**config.mk**
```make
export PLATFORM = sky130hd
export DESIGN_NAME = burst_req_arbiter
export DESIGN_NICKNAME = d
export VERILOG_FILES = /design/src/rtl/burst_req_arbiter_pkg.sv /design/src/rtl/rr_pick.sv /design/src/rtl/burst_req_arbiter.sv
export SDC_FILE = /design/constraint.sdc
export NUM_CORES = 1
export LEC_CHECK = 0
export BUFFER_PORTS_ARGS = -buffer_cell sky130_fd_sc_hd__buf_4
export CAP_MARGIN = 10
export CORE_MARGIN = 2
export CORE_UTILIZATION = 53
export DETAILED_ROUTE_END_ITERATION = 8
export GPL_ROUTABILITY_DRIVEN = 0
export HOLD_SLACK_MARGIN = 0.03
export PLACE_DENSITY = 0.88
export SETUP_SLACK_MARGIN = 0.02
export SLEW_MARGIN = 30
export SYNTH_ARGS = -nofsm -noshare
export SYNTH_HDL_FRONTEND = slang
export SYNTH_SLANG_ARGS = --single-unit
export TNS_END_PERCENT = 20
```
**constraint.sdc**
```tcl
create_clock -name clock -period 2.25 [get_ports clock]
set_clock_uncertainty 0.05 [all_clocks]
set_input_delay 0.225 -clock clock [delete_from_list [all_inputs] [get_ports clock]]
set_output_delay 0.225 -clock clock [all_outputs]
set_load 0.1 [all_outputs]
```
**src/rtl/burst_req_arbiter_pkg.sv**
```systemverilog
// Shared definitions for the burst request arbiter: FSM encoding and default sizing.
package burst_req_arbiter_pkg;

  typedef enum logic [2:0] {
    S_IDLE      = 3'd0,
    S_ISSUE     = 3'd1,
    S_WAIT_DONE = 3'd2,
    S_DONE_PEND = 3'd3,
    S_RELEASE   = 3'd4
  } arb_state_t;

  localparam int DEF_NPORT   = 4;
  localparam int DEF_LSIZE   = 9;
  localparam int DEF_TIMEOUT = 4095;
  localparam int WDOG_W      = 16;

endpackage

```
**src/rtl/rr_pick.sv**
```systemverilog
// Combinational round-robin picker: first set request at or after ptr, wrapping to 0.
module rr_pick
  import burst_req_arbiter_pkg::*;
#(
  parameter int NPORT = DEF_NPORT
) (
  input  logic [NPORT-1:0]         req,
  input  logic [$clog2(NPORT)-1:0] ptr,
  output logic [$clog2(NPORT)-1:0] idx,
  output logic                     valid
);

  localparam int PW = $clog2(NPORT);

  logic [PW:0]   sum;
  logic [PW-1:0] cand;

  // Scan from the farthest offset down so the nearest requester is written last and wins.
  always_comb begin
    idx   = '0;
    valid = 1'b0;
    sum   = '0;
    cand  = '0;
    for (int k = NPORT - 1; k >= 0; k--) begin
      sum = {1'b0, ptr} + (PW + 1)'(k);
      if (sum >= (PW + 1)'(NPORT)) sum = sum - (PW + 1)'(NPORT);
      cand = sum[PW-1:0];
      if (req[cand]) begin
        idx   = cand;
        valid = 1'b1;
      end
    end
  end

endmodule

```
**src/rtl/burst_req_arbiter.sv**
```systemverilog
// Round-robin arbiter letting NPORT FIFO status controllers share one burst engine,
// with a watchdog on the completion handshake. All outputs are registered.
module burst_req_arbiter
  import burst_req_arbiter_pkg::*;
#(
  parameter int NPORT   = DEF_NPORT,
  parameter int LSIZE   = DEF_LSIZE,
  parameter int TIMEOUT = DEF_TIMEOUT
) (
  input  logic                     clock,
  input  logic                     rst_n,
  input  logic [NPORT-1:0]         req_burst,
  input  logic [NPORT-1:0]         req_tail,
  input  logic [NPORT*LSIZE-1:0]   req_len,
  output logic [NPORT-1:0]         req_resp,
  output logic [NPORT-1:0]         req_done,
  output logic                     m_req,
  output logic                     m_tail,
  output logic [LSIZE-1:0]         m_len,
  output logic [$clog2(NPORT)-1:0] m_port,
  input  logic                     m_ack,
  input  logic                     m_done,
  output logic                     busy,
  output logic                     err_timeout,
  input  logic                     err_clr
);

  localparam int PW = $clog2(NPORT);
  localparam logic [WDOG_W-1:0] WDOG_LIMIT = WDOG_W'(TIMEOUT);

  arb_state_t        state;
  logic [PW-1:0]     rr_ptr;
  logic [PW-1:0]     grant;
  logic [PW-1:0]     pick_idx;
  logic              pick_valid;
  logic [NPORT-1:0]  req_any;
  logic [WDOG_W-1:0] wdog;
  logic [WDOG_W-1:0] wdog_inc;
  logic [LSIZE-1:0]  len_arr [NPORT];

  assign req_any  = req_burst | req_tail;
  assign wdog_inc = wdog + WDOG_W'(1);
  assign m_port   = grant;

  always_comb begin
    for (int i = 0; i < NPORT; i++) len_arr[i] = req_len[i*LSIZE +: LSIZE];
  end

  rr_pick #(.NPORT(NPORT)) u_pick (
    .req   (req_any),
    .ptr   (rr_ptr),
    .idx   (pick_idx),
    .valid (pick_valid)
  );

  function automatic logic [NPORT-1:0] port_bit(input logic [PW-1:0] p);
    logic [NPORT-1:0] b;
    b    = '0;
    b[p] = 1'b1;
    return b;
  endfunction

  // err_clr is applied first so a watchdog hit later in the same cycle overrides it.
  always_ff @(posedge clock or negedge rst_n) begin
    if (!rst_n) begin
      state       <= S_IDLE;
      rr_ptr      <= '0;
      grant       <= '0;
      wdog        <= '0;
      m_req       <= 1'b0;
      m_tail      <= 1'b0;
      m_len       <= '0;
      req_resp    <= '0;
      req_done    <= '0;
      busy        <= 1'b0;
      err_timeout <= 1'b0;
    end else begin
      req_resp <= '0;
      req_done <= '0;
      if (err_clr) err_timeout <= 1'b0;

      unique case (state)
        S_IDLE: begin
          if (pick_valid) begin
            grant  <= pick_idx;
            m_len  <= len_arr[pick_idx];
            m_tail <= req_tail[pick_idx];
            m_req  <= 1'b1;
            busy   <= 1'b1;
            state  <= S_ISSUE;
          end
        end

        // An accepted request cannot be withdrawn, so m_ack outranks a dropped request.
        S_ISSUE: begin
          if (m_ack) begin
            req_resp <= port_bit(grant);
            m_req    <= 1'b0;
            wdog     <= '0;
            state    <= m_done ? S_DONE_PEND : S_WAIT_DONE;
          end else if (!req_any[grant]) begin
            m_req <= 1'b0;
            busy  <= 1'b0;
            state <= S_IDLE;
          end
        end

        S_WAIT_DONE: begin
          if (m_done) begin
            req_done <= port_bit(grant);
            state    <= S_RELEASE;
          end else if (wdog_inc == WDOG_LIMIT) begin
            wdog        <= wdog_inc;
            err_timeout <= 1'b1;
            req_done    <= port_bit(grant);
            state       <= S_RELEASE;
          end else begin
            wdog <= wdog_inc;
          end
        end

        S_DONE_PEND: begin
          req_done <= port_bit(grant);
          state    <= S_RELEASE;
        end

        S_RELEASE: begin
          rr_ptr <= (grant == PW'(NPORT - 1)) ? '0 : grant + PW'(1);
          busy   <= 1'b0;
          state  <= S_IDLE;
        end

        default: begin
          m_req <= 1'b0;
          busy  <= 1'b0;
          state <= S_IDLE;
        end
      endcase
    end
  end

endmodule

```
==> results by group, run 1 <==
Status
  – Status: complete, no violations

GRT
  – Number of global-route vias before repair: 2352
  – First-pass GRT wire length: 10.9 mm
  – Gr usage total: 23.0%
  – GRT overflow: 0
  – Largest net degree at the start of global routing: 45
  – Initial antenna violation count: 0

Worst setup path
  – Crit Path Max Fanout: 5
  – Worst Path Required: 2390 ps
  – Startpoint Class: flop
  – Critical path endpoint category: flop
  – WS Path Type: flop to flop
  – Worst EP arrival: 2210 ps

Route
  – Total wire length: 6.47 mm
  – Iteration-0 DRC Markers: 151
  – Residual DRC: 0
  – Initial DRT Pass Iterations: 4
  – Routed Antenna Nets: 0
  – Vias per cell: 5.67
  – WL/cell: 15.3 um
  – Vias post-DR: 2402

Synth
  – Top cell type's share of synthesized area: 39.6%
  – Most frequent cells after synthesis: dfrtp_1, o21ai_0, mux2i_1, nand2_1, nor2_1
  – Synthesized area: 2780 um^2
  – Post-synth cell types: 59
  – Cell count after synthesis: 281
  – Asr flop ratio synth: 100%
  – Most common cell in the synthesized netlist: dfrtp_1
  – Primary FF master, synth: dfrtp_1
  – Ranking of synthesized cells by area: dfrtp_1, mux2i_1, o21ai_0, mux2_2, nand2_1
  – Synth Net Count: 336
  – Number of synthesis warnings: 0
  – Synth area leader: dfrtp_1
  – Seq/Total Area, Yosys: 39.6%
  – Syn_area_per_cell: 9.89 um^2
  – Post-synth EDFFs: 0
  – Flops & latches, synth: 44

STA
  – Period utilization: 92.1%
  – Fmax: 483 MHz
  – RSZ-0062 raised after global routing: true
  – Max-slew violations: 0
  – Slew @ Worst Pin: 816 ps
  – Minimum clock period: 2070 ps
  – Final setup violation count: 0
  – Relative slew slack: 45.4%
  – Hold Fails Final Rpt: 0
  – Hold_ws: 66.0 ps
  – Setup TNS: 0 ps

Layout
  – Antenna Cells: 0
  – Design area: 3550 um^2
  – Final Net Count: 408
  – Multi-input logic area: 1590 um^2
  – Ratio of cells with drive above 1 in the final layout: 35.6%
  – Synthesis-to-finish area growth: 27.8%
  – Fill cells: 403
  – Register area: 1100 um^2

Placed design
  – HPWL Detailed: 4.73 mm
  – Port Buffers: 71
  – DP Area: 3400 um^2

Floorplan
  – I/O pin count: 72
  – Initial core utilization: 54.8%
  – Row cnt: 26
  – Die span in y: 76.4 um
  – Die area: 5840 um^2
  – Die W: 76.4 um
  – Core ar.: 5070 um^2

Power and ir drop
  – Worst IR Drop VDD: 1.31 mV
  – Power per cell area: 1270 nW/um^2
  – P_leak: 1.62 nW

CTS
  – CTS root buf: clkbuf_8
  – CTS tree: done
  – H-tree levels: 2
  – Clock transition at path regs: 80 ps
  – Max Root-Sink Buffers: 2
  – Clock sink count: 44
  – Worst-Skew Late Latency: 300 ps
  – Num CTS Buffers: 5

Flow run
  – Max_cap viols: 0

Min path
  – Worst min-delay path class: primary input to flop
==> worst max-delay path: stages (launching register included) <==
cell     delay [ps]
dfrtp_1         420
ha_2            270
nand3_4         120
nor4_4          230
mux2i_1         280
buf_4           140
o21ai_0         130
o31a_1          320
==> final timing paths <==
kind | from | to | slack (ps) | cells past startpoint
min in group asynchronous | rst_n | wdog[7] | 390 | 2
max in group asynchronous | rst_n | wdog[0] | 1360 | 2
max | wdog[1] | state[1] | 180 | 7
min reg2reg | m_len[0] | m_len[0] | 470 | 1
max reg2reg | wdog[1] | state[1] | 180 | 7
min | err_clr | err_timeout | 70 | 2
==> per-layer routing <==
metal / track usage (%) / share of wire (%) / vias to the layer above
li1: - / - / 1152
met1: 28.2 / 41 / 1149
met2: 39.3 / 51 / 87
met3: 6.16 / 6.3 / 14
met4: 7.45 / 1.7 / 0
met5: 0 / 0 / -
==> flip-flops by register name (all words and copies together), names as in the netlist <==
name / cells
busy: 1
err_timeout: 1
m_len: 9
m_port: 2
m_req: 1
m_tail: 1
req_done: 4
req_resp: 4
rr_ptr: 2
state: 3
wdog: 16
==> placed cells by master, fill, tap and decap left out, types with 2 or more instances in the layout <==
master    netlist  layout
nand2_1        22      22
mux2_2         10      10
a31oi_1         3       3
and3_1          4       4
or2_2           5       5
buf_4           2      79
and3_2          2       2
o22ai_1         2       2
xnor2_1         5       5
a21oi_1         6       6
nor4_4          2       2
nor3_1          3       3
and2_1          6       6
nor2_1         22      22
a211oi_1        2       2
nand2b_1        3       3
dfrtp_1        44      43
nand4_1         4       4
xor2_1          2       2
nor4_2          3       3
nor3b_1         4       3
inv_1           6       6
ha_1            6       5
nand3_4         2       2
o31ai_1         4       4
nand3_1         6       6
o21ai_0        30      30
mux2i_1        28      28
clkbuf_8        0       6
==> timing repair <==
item	CTS	global route
gates cloned	0	0
setup endpoints to repair	3	6
hold endpoints to repair	44	0
buffers inserted	0	1
hold buffers	1	0
resized for setup	1	2
pin swaps	0	1
==> power by group <==
part	leakage [nW]	switching, mW	internal (mW)
Combinational	0.986	1.81	0.845
Clock	0.0614	0.278	0.363
Sequential	0.573	0.207	1.00
==> cell families after synthesis <==
| family | after synthesis | synth area share, % |
|---|---|---|
| and+or+nand+nor | 98 | 21.3 |
| AOI/OAI and AO/OA | 62 | 14.7 |
| DFF | 44 | 39.6 |
| muxes | 41 | 15.9 |
| buffers and inverters | 23 | 3.60 |
| xor gates and xnor gates | 7 | 2.21 |
| adders and majority gates | 6 | 2.70 |
==> cell type report <==
type | count | area share [%]
clock inverter | 2 | 1.09
multi-input combinational | 214 | 44.8
timing repair buffer | 81 | 17.5
sequential | 44 | 31.0
clock buffer | 6 | 2.32
tap | 70 | 2.47
inverter | 7 | 0.740
==> stage by stage <==
stage          std cells  setup slack, ps  power (mW)  utilization, %
2_1_floorplan        281              107        3.24               -
3_3_place_gp         414              180        3.79            67.1
3_5_place_dp         414             66.4        3.87            67.1
4_1_cts              423             54.7        4.52            69.7
5_1_grt              424             10.7        4.73            70.0
6_report             424              178        4.50            70.0
Power figures use the tool's default switching activity.
==> run 2: changes to the inputs <==
--- a/config.mk
+++ b/config.mk
@@ -5,10 +5,11 @@
 export SDC_FILE = /design/constraint.sdc
 export NUM_CORES = 1
 export LEC_CHECK = 0
+export ABC_CLOCK_PERIOD_IN_PS = 2250
 export BUFFER_PORTS_ARGS = -buffer_cell sky130_fd_sc_hd__buf_4
 export CAP_MARGIN = 10
 export CORE_MARGIN = 2
-export CORE_UTILIZATION = 53
+export CORE_UTILIZATION = 52
 export DETAILED_ROUTE_END_ITERATION = 8
 export GPL_ROUTABILITY_DRIVEN = 0
 export HOLD_SLACK_MARGIN = 0.03
@@ -17,5 +18,6 @@
 export SLEW_MARGIN = 30
 export SYNTH_ARGS = -nofsm -noshare
 export SYNTH_HDL_FRONTEND = slang
+export SYNTH_HIERARCHICAL = 1
 export SYNTH_SLANG_ARGS = --single-unit
 export TNS_END_PERCENT = 20
==> results by group, run 2 <==
Worst setup path
  – WS Path Type: flop to flop (unchanged)
  – RR Startpoint: rr_ptr[1] (was wdog[1])
  – Critical path endpoint category: flop (unchanged)
  – Crit Path Max Fanout: 11 (was 5)
  – Worst EP arrival: 2210 ps (about the same)
  – Worst Reg-to-Reg Cells: 5 (was 7)
  – Worst Path Required: 2390 ps (about the same)
  – Startpoint Class: flop (unchanged)
  – Reg2reg end: m_len[0] (was state[1])
  – R2R setup slack: 170 ps (was 180 ps)

Power and ir drop
  – Logic pwr share: 59.7% (was 58.9%)
  – P_leak: 1.49 nW (was 1.62 nW)
  – Switch Pwr: 2.20 mW (was 2.29 mW)
  – Worst IR Drop VDD: 1.05 mV (was 1.31 mV)
  – Power per cell area: 1350 nW/um^2 (was 1270 nW/um^2)
  – Clock power frac: 12.3% (was 14.2%)
  – Switching Share: 51.0% (was 50.9%)
  – Pint: 2.11 mW (was 2.21 mW)
  – Sequential share of power: 28.0% (was 26.9%)

Placed design
  – Port Buffers: 71 (unchanged)
  – DP Area: 3090 um^2 (was 3400 um^2)
  – HPWL Detailed: 4.54 mm (was 4.73 mm)

STA
  – Hold_ws: 58.6 ps (was 66.0 ps)
  – Slew @ Worst Pin: 765 ps (was 816 ps)
  – Minimum clock period: 2080 ps (was 2070 ps)
  – Fmax: 482 MHz (was 483 MHz)
  – Relative slew slack: 48.8% (was 45.4%)
  – RSZ-0062 raised after global routing: false (was true)
  – Hold Fails Final Rpt: 0 (unchanged)
  – Period utilization: 92.2% (was 92.1%)
  – Final setup violation count: 0 (unchanged)
  – Max-slew violations: 0 (unchanged)

Floorplan
  – Initial core utilization: 53.2% (was 54.8%)
  – Row cnt: 25 (was 26)
  – Die W: 73.0 um (was 76.4 um)
  – I/O pin count: 72 (unchanged)
  – Core ar.: 4660 um^2 (was 5070 um^2)
  – Die area: 5330 um^2 (was 5840 um^2)
  – Die span in y: 73.0 um (was 76.4 um)

Synth
  – Syn_area_per_cell: 10.3 um^2 (was 9.89 um^2)
  – Seq/Total Area, Yosys: 44.4% (was 39.6%)
  – Most frequent cells after synthesis: dfrtp_1, nor2_1, nand2_1, o21ai_0 (was dfrtp_1, o21ai_0, mux2i_1, nand2_1, nor2_1)
  – Number of synthesis warnings: 6 (was 0)
  – Top cell type's share of synthesized area: 44.4% (was 39.6%)
  – Synthesized area: 2480 um^2 (was 2780 um^2)
  – Flops & latches, synth: 44 (unchanged)
  – Primary FF master, synth: dfrtp_1 (unchanged)
  – Ranking of synthesized cells by area: dfrtp_1, mux4_2, mux2_2, o21ai_0, nor2_1 (was dfrtp_1, mux2i_1, o21ai_0, mux2_2, nand2_1)
  – Synth Net Count: 295 (was 336)
  – Most common cell in the synthesized netlist: dfrtp_1 (unchanged)
  – Post-synth cell types: 41 (was 59)
  – Synth area leader: dfrtp_1 (unchanged)
  – Asr flop ratio synth: 100% (unchanged)
  – Cell count after synthesis: 240 (was 281)
  – Post-synth EDFFs: 0 (unchanged)

Layout
  – Multi-input logic area: 1300 um^2 (was 1590 um^2)
  – Ratio of cells with drive above 1 in the final layout: 38.9% (was 35.6%)
  – Synthesis-to-finish area growth: 29.2% (was 27.8%)
  – Final Net Count: 369 (was 408)
  – Max reg flops: 16 (unchanged)
  – Fill cells: 362 (was 403)
  – Most common cell after layout, fill and taps aside: buf_4 (unchanged)
  – Design area: 3200 um^2 (was 3550 um^2)
  – Register area: 1100 um^2 (unchanged)
  – Most flop-heavy register: wdog (unchanged)
  – Top flop regs: wdog x16, m_len x9 (unchanged)
  – Antenna Cells: 0 (unchanged)
  – Most frequent cells in the layout: buf_4, dfrtp_1, nor2_1 (was buf_4, dfrtp_1, o21ai_0)

CTS
  – CTS root buf: clkbuf_8 (unchanged)
  – Max Root-Sink Buffers: 2 (unchanged)
  – Worst-Skew Late Latency: 290 ps (was 300 ps)
  – Post-CTS setup buffers: 0 (unchanged)
  – CTS tree: done (unchanged)
  – Num CTS Buffers: 5 (unchanged)
  – Clock sink count: 44 (unchanged)
  – H-tree levels: 2 (unchanged)
  – Clock transition at path regs: 80 ps (about the same)

Min path
  – Hold_sp: err_clr (unchanged)
  – Hold worst-path end: err_timeout (unchanged)
  – Worst min-delay path class: primary input to flop (unchanged)
  – Hold-critical path depth: 2 (unchanged)

Route
  – Vias per cell: 5.78 (was 5.67)
  – Initial DRT Pass Iterations: 4 (unchanged)
  – Routed Antenna Nets: 0 (unchanged)
  – Iteration-0 DRC Markers: 151 (unchanged)
  – WL/cell: 16.2 um (was 15.3 um)
  – Total wire length: 5.97 mm (was 6.47 mm)
  – Vias post-DR: 2126 (was 2402)
  – Residual DRC: 0 (unchanged)

Status
  – Status: complete, no violations (unchanged)

GRT
  – GRT overflow: 0 (unchanged)
  – Largest net degree at the start of global routing: 45 (unchanged)
  – Initial antenna violation count: 0 (unchanged)
  – Number of global-route vias before repair: 2089 (was 2352)
  – First-pass GRT wire length: 9.80 mm (was 10.9 mm)
  – Gr usage total: 24.3% (was 23.0%)

Flow run
  – Max_cap viols: 0 (unchanged)
run 2: worst max-delay path, cell delays in order (launching register included):
cell	delay (ps)
dfrtp_1	460
mux2i_1	170
a211oi_2	310
buf_12	190
mux4_2	510
mux2_2	280
run 2: per-stage QoR:
step	power (mW)	TNS [ps]	utilization, %	std cells	setup slack, ps
after floorplan	3.18	0	-	240	106
after global placement	3.72	-1090	66.3	360	-112
after detailed placement	3.80	-2440	66.3	360	-270
after CTS	4.34	0	68.7	368	169
after global routing	4.53	0	68.7	368	56.9
final	4.31	0	68.7	368	175
run 2: power groups by stage:
stage | registers [mW] | logic [mW] | clock network (mW)
2_1_floorplan | 2.27 | 0.904 | 0
3_3_place_gp | 1.21 | 2.51 | 0
3_5_place_dp | 1.21 | 2.59 | 0
5_1_grt | 1.24 | 2.72 | 0.571
4_1_cts | 1.21 | 2.59 | 0.544
6_report | 1.21 | 2.57 | 0.529
run 2: kinds of logic (layout without fill, tap and decap cells):
logic type	after synthesis	in the layout	synth area share (%)
buffers and inverters	18	92	3.18
xor gates and xnor gates	4	4	1.41
DFF	44	44	44.4
adders and majority gates	6	6	3.03
and+or+nand+nor	93	93	19.6
muxes	23	23	15.4
AOI/OAI and AO/OA	52	52	12.9
run 2: metal layers:
layer | vias to the layer above | track usage (%) | part of all wire [%]
li1 | 1021 | - | -
met1 | 1016 | 31.5 | 41
met2 | 84 | 39.2 | 51
met3 | 5 | 7.60 | 7.2
met4 | 0 | 6.79 | 1.2
met5 | - | 0 | 0
run 2: how the worst max path moves through the flow:
| stage | cells past startpoint | from | to |
|---|---|---|---|
| after floorplan | 7 | req_burst[2] | m_len[0] |
| after global placement | 7 | req_burst[1] | m_tail |
| after detailed placement | 7 | req_burst[1] | m_len[0] |
| after CTS | 5 | rr_ptr[1] | m_len[0] |
| after global routing | 5 | rr_ptr[1] | m_len[0] |
| final | 5 | rr_ptr[1] | m_len[0] |
run 2: repair_timing:
action	in CTS	in global routing
hold buffers	1	0
setup endpoints to repair	10	0
resized for setup	1	0
endpoints found under the hold margin	44	0
run 2: layout make-up:
class	count	share of cell area, %
clock buffers	7	3.01
inverters	5	0.586
multi-input cells	178	40.6
flip-flops and latches	44	34.4
well taps	54	2.11
repair buffers	80	19.2
==> run 3: changes to the inputs <==
--- a/config.mk
+++ b/config.mk
@@ -5,15 +5,15 @@
 export SDC_FILE = /design/constraint.sdc
 export NUM_CORES = 1
 export LEC_CHECK = 0
-export ABC_CLOCK_PERIOD_IN_PS = 2250
+export ABC_CLOCK_PERIOD_IN_PS = 1700
 export BUFFER_PORTS_ARGS = -buffer_cell sky130_fd_sc_hd__buf_4
 export CAP_MARGIN = 10
 export CORE_MARGIN = 2
-export CORE_UTILIZATION = 52
+export CORE_UTILIZATION = 47
 export DETAILED_ROUTE_END_ITERATION = 8
 export GPL_ROUTABILITY_DRIVEN = 0
 export HOLD_SLACK_MARGIN = 0.03
-export PLACE_DENSITY = 0.88
+export PLACE_DENSITY = 0.84
 export SETUP_SLACK_MARGIN = 0.02
 export SLEW_MARGIN = 30
 export SYNTH_ARGS = -nofsm -noshare
==> constraint.sdc (replaced) <==
create_clock -name clock -period 1.7 [get_ports clock]
set_clock_uncertainty 0.05 [all_clocks]
set_input_delay 0.17 -clock clock [delete_from_list [all_inputs] [get_ports clock]]
set_output_delay 0.17 -clock clock [all_outputs]
set_load 0.1 [all_outputs]
==> results by group, run 3 (synthesis results as in run 2) <==
Placed design
  – Port Buffers: 71 (unchanged)
  – DP Area: 3340 um^2 (was 3090 um^2)
  – HPWL Detailed: 4.86 mm (was 4.54 mm)
  – Setup WS pre-CTS: -818 ps (was -270 ps)

STA
  – Hold_ws: 148 ps (was 58.6 ps)
  – Hold Fails Final Rpt: 0 (unchanged)
  – Slew @ Worst Pin: 575 ps (was 765 ps)
  – Minimum clock period: 2080 ps (about the same)
  – Period utilization: 122% (was 92.2%)
  – Setup ws final: -380 ps (was 175 ps)
  – Fmax: 481 MHz (was 482 MHz)
  – Relative slew slack: 61.6% (was 48.8%)
  – Max-slew violations: 0 (unchanged)
  – Final setup violation count: 16 (was 0)
  – RSZ-0062 raised after global routing: true (was false)

Worst setup path
  – Critical path endpoint category: flop (unchanged)
  – WS Path Type: flop to flop (unchanged)
  – Critical path depth in cells: 6 (was 5)
  – Worst Path Required: 1830 ps (was 2390 ps)
  – Worst EP arrival: 2210 ps (about the same)
  – Top delay family on crit path: multiplexers (unchanged)
  – Reg2reg end: m_len[4] (was m_len[0])
  – Critical Path Max Stage Delay: 490 ps (was 510 ps)
  – Startpoint Class: flop (unchanged)
  – Crit Path Max Fanout: 6 (was 11)
  – Max stage delay cell, worst path: mux4_2 (unchanged)
  – Worst-path cell chain: mux2i_2 > a211oi_4 > buf_6 > buf_12 > mux4_2 > mux2_2 (was mux2i_1 > a211oi_2 > buf_12 > mux4_2 > mux2_2)
  – Worst Reg-to-Reg Cells: 6 (was 5)
  – R2R setup slack: -380 ps (was 170 ps)
  – RR Startpoint: rr_ptr[1] (unchanged)
  – Crit path buffers/inverters: 2 (was 1)

Floorplan
  – Core ar.: 5110 um^2 (was 4660 um^2)
  – Die W: 76.6 um (was 73.0 um)
  – Row cnt: 26 (was 25)
  – Die span in y: 76.6 um (was 73.0 um)
  – I/O pin count: 72 (unchanged)
  – Initial core utilization: 48.5% (was 53.2%)
  – Die area: 5870 um^2 (was 5330 um^2)

CTS
  – Clock sink count: 44 (unchanged)
  – Max Root-Sink Buffers: 2 (unchanged)
  – Clock transition at path regs: 90 ps (was 80 ps)
  – CTS root buf: clkbuf_8 (unchanged)
  – Worst-Skew Late Latency: 300 ps (was 290 ps)
  – H-tree levels: 2 (unchanged)
  – CTS tree: done (unchanged)
  – Num CTS Buffers: 5 (unchanged)

Power and ir drop
  – Pint: 3.27 mW (was 2.11 mW)
  – Power per cell area: 1770 nW/um^2 (was 1350 nW/um^2)
  – Switching Share: 48.6% (was 51.0%)
  – Switch Pwr: 3.10 mW (was 2.20 mW)
  – Sequential share of power: 24.5% (was 28.0%)
  – P_leak: 1.67 nW (was 1.49 nW)
  – Clock power frac: 12.6% (was 12.3%)
  – Power Total: 6.36 mW (was 4.31 mW)
  – Worst IR Drop VDD: 2.00 mV (was 1.05 mV)
  – Logic pwr share: 62.9% (was 59.7%)

Layout
  – Design area: 3590 um^2 (was 3200 um^2)
  – Final Net Count: 401 (was 369)
  – Most frequent cells in the layout: buf_4, dfrtp_1, nor2_1 (unchanged)
  – Top flop regs: wdog x16, m_len x9 (unchanged)
  – Ratio of cells with drive above 1 in the final layout: 48.4% (was 38.9%)
  – Register area: 1110 um^2 (was 1100 um^2)
  – Fill cells: 375 (was 362)
  – Max reg flops: 16 (unchanged)
  – Most flop-heavy register: wdog (unchanged)
  – Antenna Cells: 0 (unchanged)
  – Most common cell after layout, fill and taps aside: buf_4 (unchanged)
  – Multi-input logic area: 1380 um^2 (was 1300 um^2)
  – Synthesis-to-finish area growth: 44.8% (was 29.2%)

Min path
  – Hold_sp: m_ack (was err_clr)
  – Hold-critical path depth: 3 (was 2)
  – Hold worst-path end: state[0] (was err_timeout)
  – Worst min-delay path class: primary input to flop (unchanged)

Route
  – WL/cell: 15.9 um (was 16.2 um)
  – Initial DRT Pass Iterations: 5 (was 4)
  – Iteration-0 DRC Markers: 126 (was 151)
  – Vias per cell: 5.53 (was 5.78)
  – Vias post-DR: 2308 (was 2126)
  – Routed Antenna Nets: 0 (unchanged)
  – Residual DRC: 0 (unchanged)
  – Total wire length: 6.65 mm (was 5.97 mm)

Status
  – Status: complete, but fails checks (was complete, no violations)
  – Failing checks: negative setup slack

GRT
  – GRT overflow: 0 (unchanged)
  – First-pass GRT wire length: 10.7 mm (was 9.80 mm)
  – Initial antenna violation count: 0 (unchanged)
  – Largest net degree at the start of global routing: 45 (unchanged)
  – Gr usage total: 22.9% (was 24.3%)
  – Number of global-route vias before repair: 2419 (was 2089)

Flow run
  – Max_cap viols: 0 (unchanged)
[run 3: worst max-delay path by stage]
stage / startpoint / end
after floorplan: rr_ptr[1] / m_len[0]
after global placement: req_burst[1] / m_len[7]
after detailed placement: req_burst[1] / m_len[5]
after CTS: rr_ptr[0] / m_len[5]
after global routing: rr_ptr[1] / m_len[4]
final: rr_ptr[1] / m_len[4]
[run 3: area by class of cell]
cell class / instances / share of cell area, %
inverter: 5 / 0.523
tap: 70 / 2.44
multi-input combinational: 178 / 38.5
clock inverter: 2 / 0.977
timing repair buffer: 112 / 24.6
clock buffer: 6 / 2.02
sequential: 44 / 30.9
[run 3: metrics by stage]
stage | TNS [ps] | cells | util, %
floorplan | -2870 | 240 | -
global placement | -7810 | 403 | 65.4
detailed placement | -9680 | 403 | 65.4
CTS | -3950 | 415 | 69.0
global route | -5120 | 417 | 70.2
finish | -3770 | 417 | 70.2
[run 3: power groups by stage]
stage                     logic (mW)  clock network [mW]  registers, mW
final                           4.00               0.799           1.56
after floorplan                 1.27                   0           3.02
after CTS                       3.83               0.810           1.55
after detailed placement        3.77                   0           1.55
after global placement          3.68                   0           1.54
after global routing            4.19               0.856           1.59
[run 3: per-layer routing]
layer / up-vias / wire, um / part of all wire, % / global-route usage (%)
met2: 110 / 3460 / 52 / 40.9
met4: 0 / 153 / 2.3 / 9.09
met5: - / 0 / 0 / 0
met1: 1099 / 2550 / 38 / 26.0
met3: 15 / 484 / 7.3 / 5.92
li1: 1084 / - / - / -
[run 3: worst register-to-register path: stages, from the launching register on]
cell and delay, ps:
dfrtp_2 460, mux2i_2 190, a211oi_4 210, buf_6 150, buf_12 120, mux4_2 490
mux2_2 280
[run 3: repair_timing]
action,4_1_cts,5_1_grt
resized for setup,12,14
endpoints found under the setup margin,29,30
setup buffers,2,1
endpoints found under the hold margin,45,0
pin swaps,7,1
hold buffers,2,0
cloned,0,1
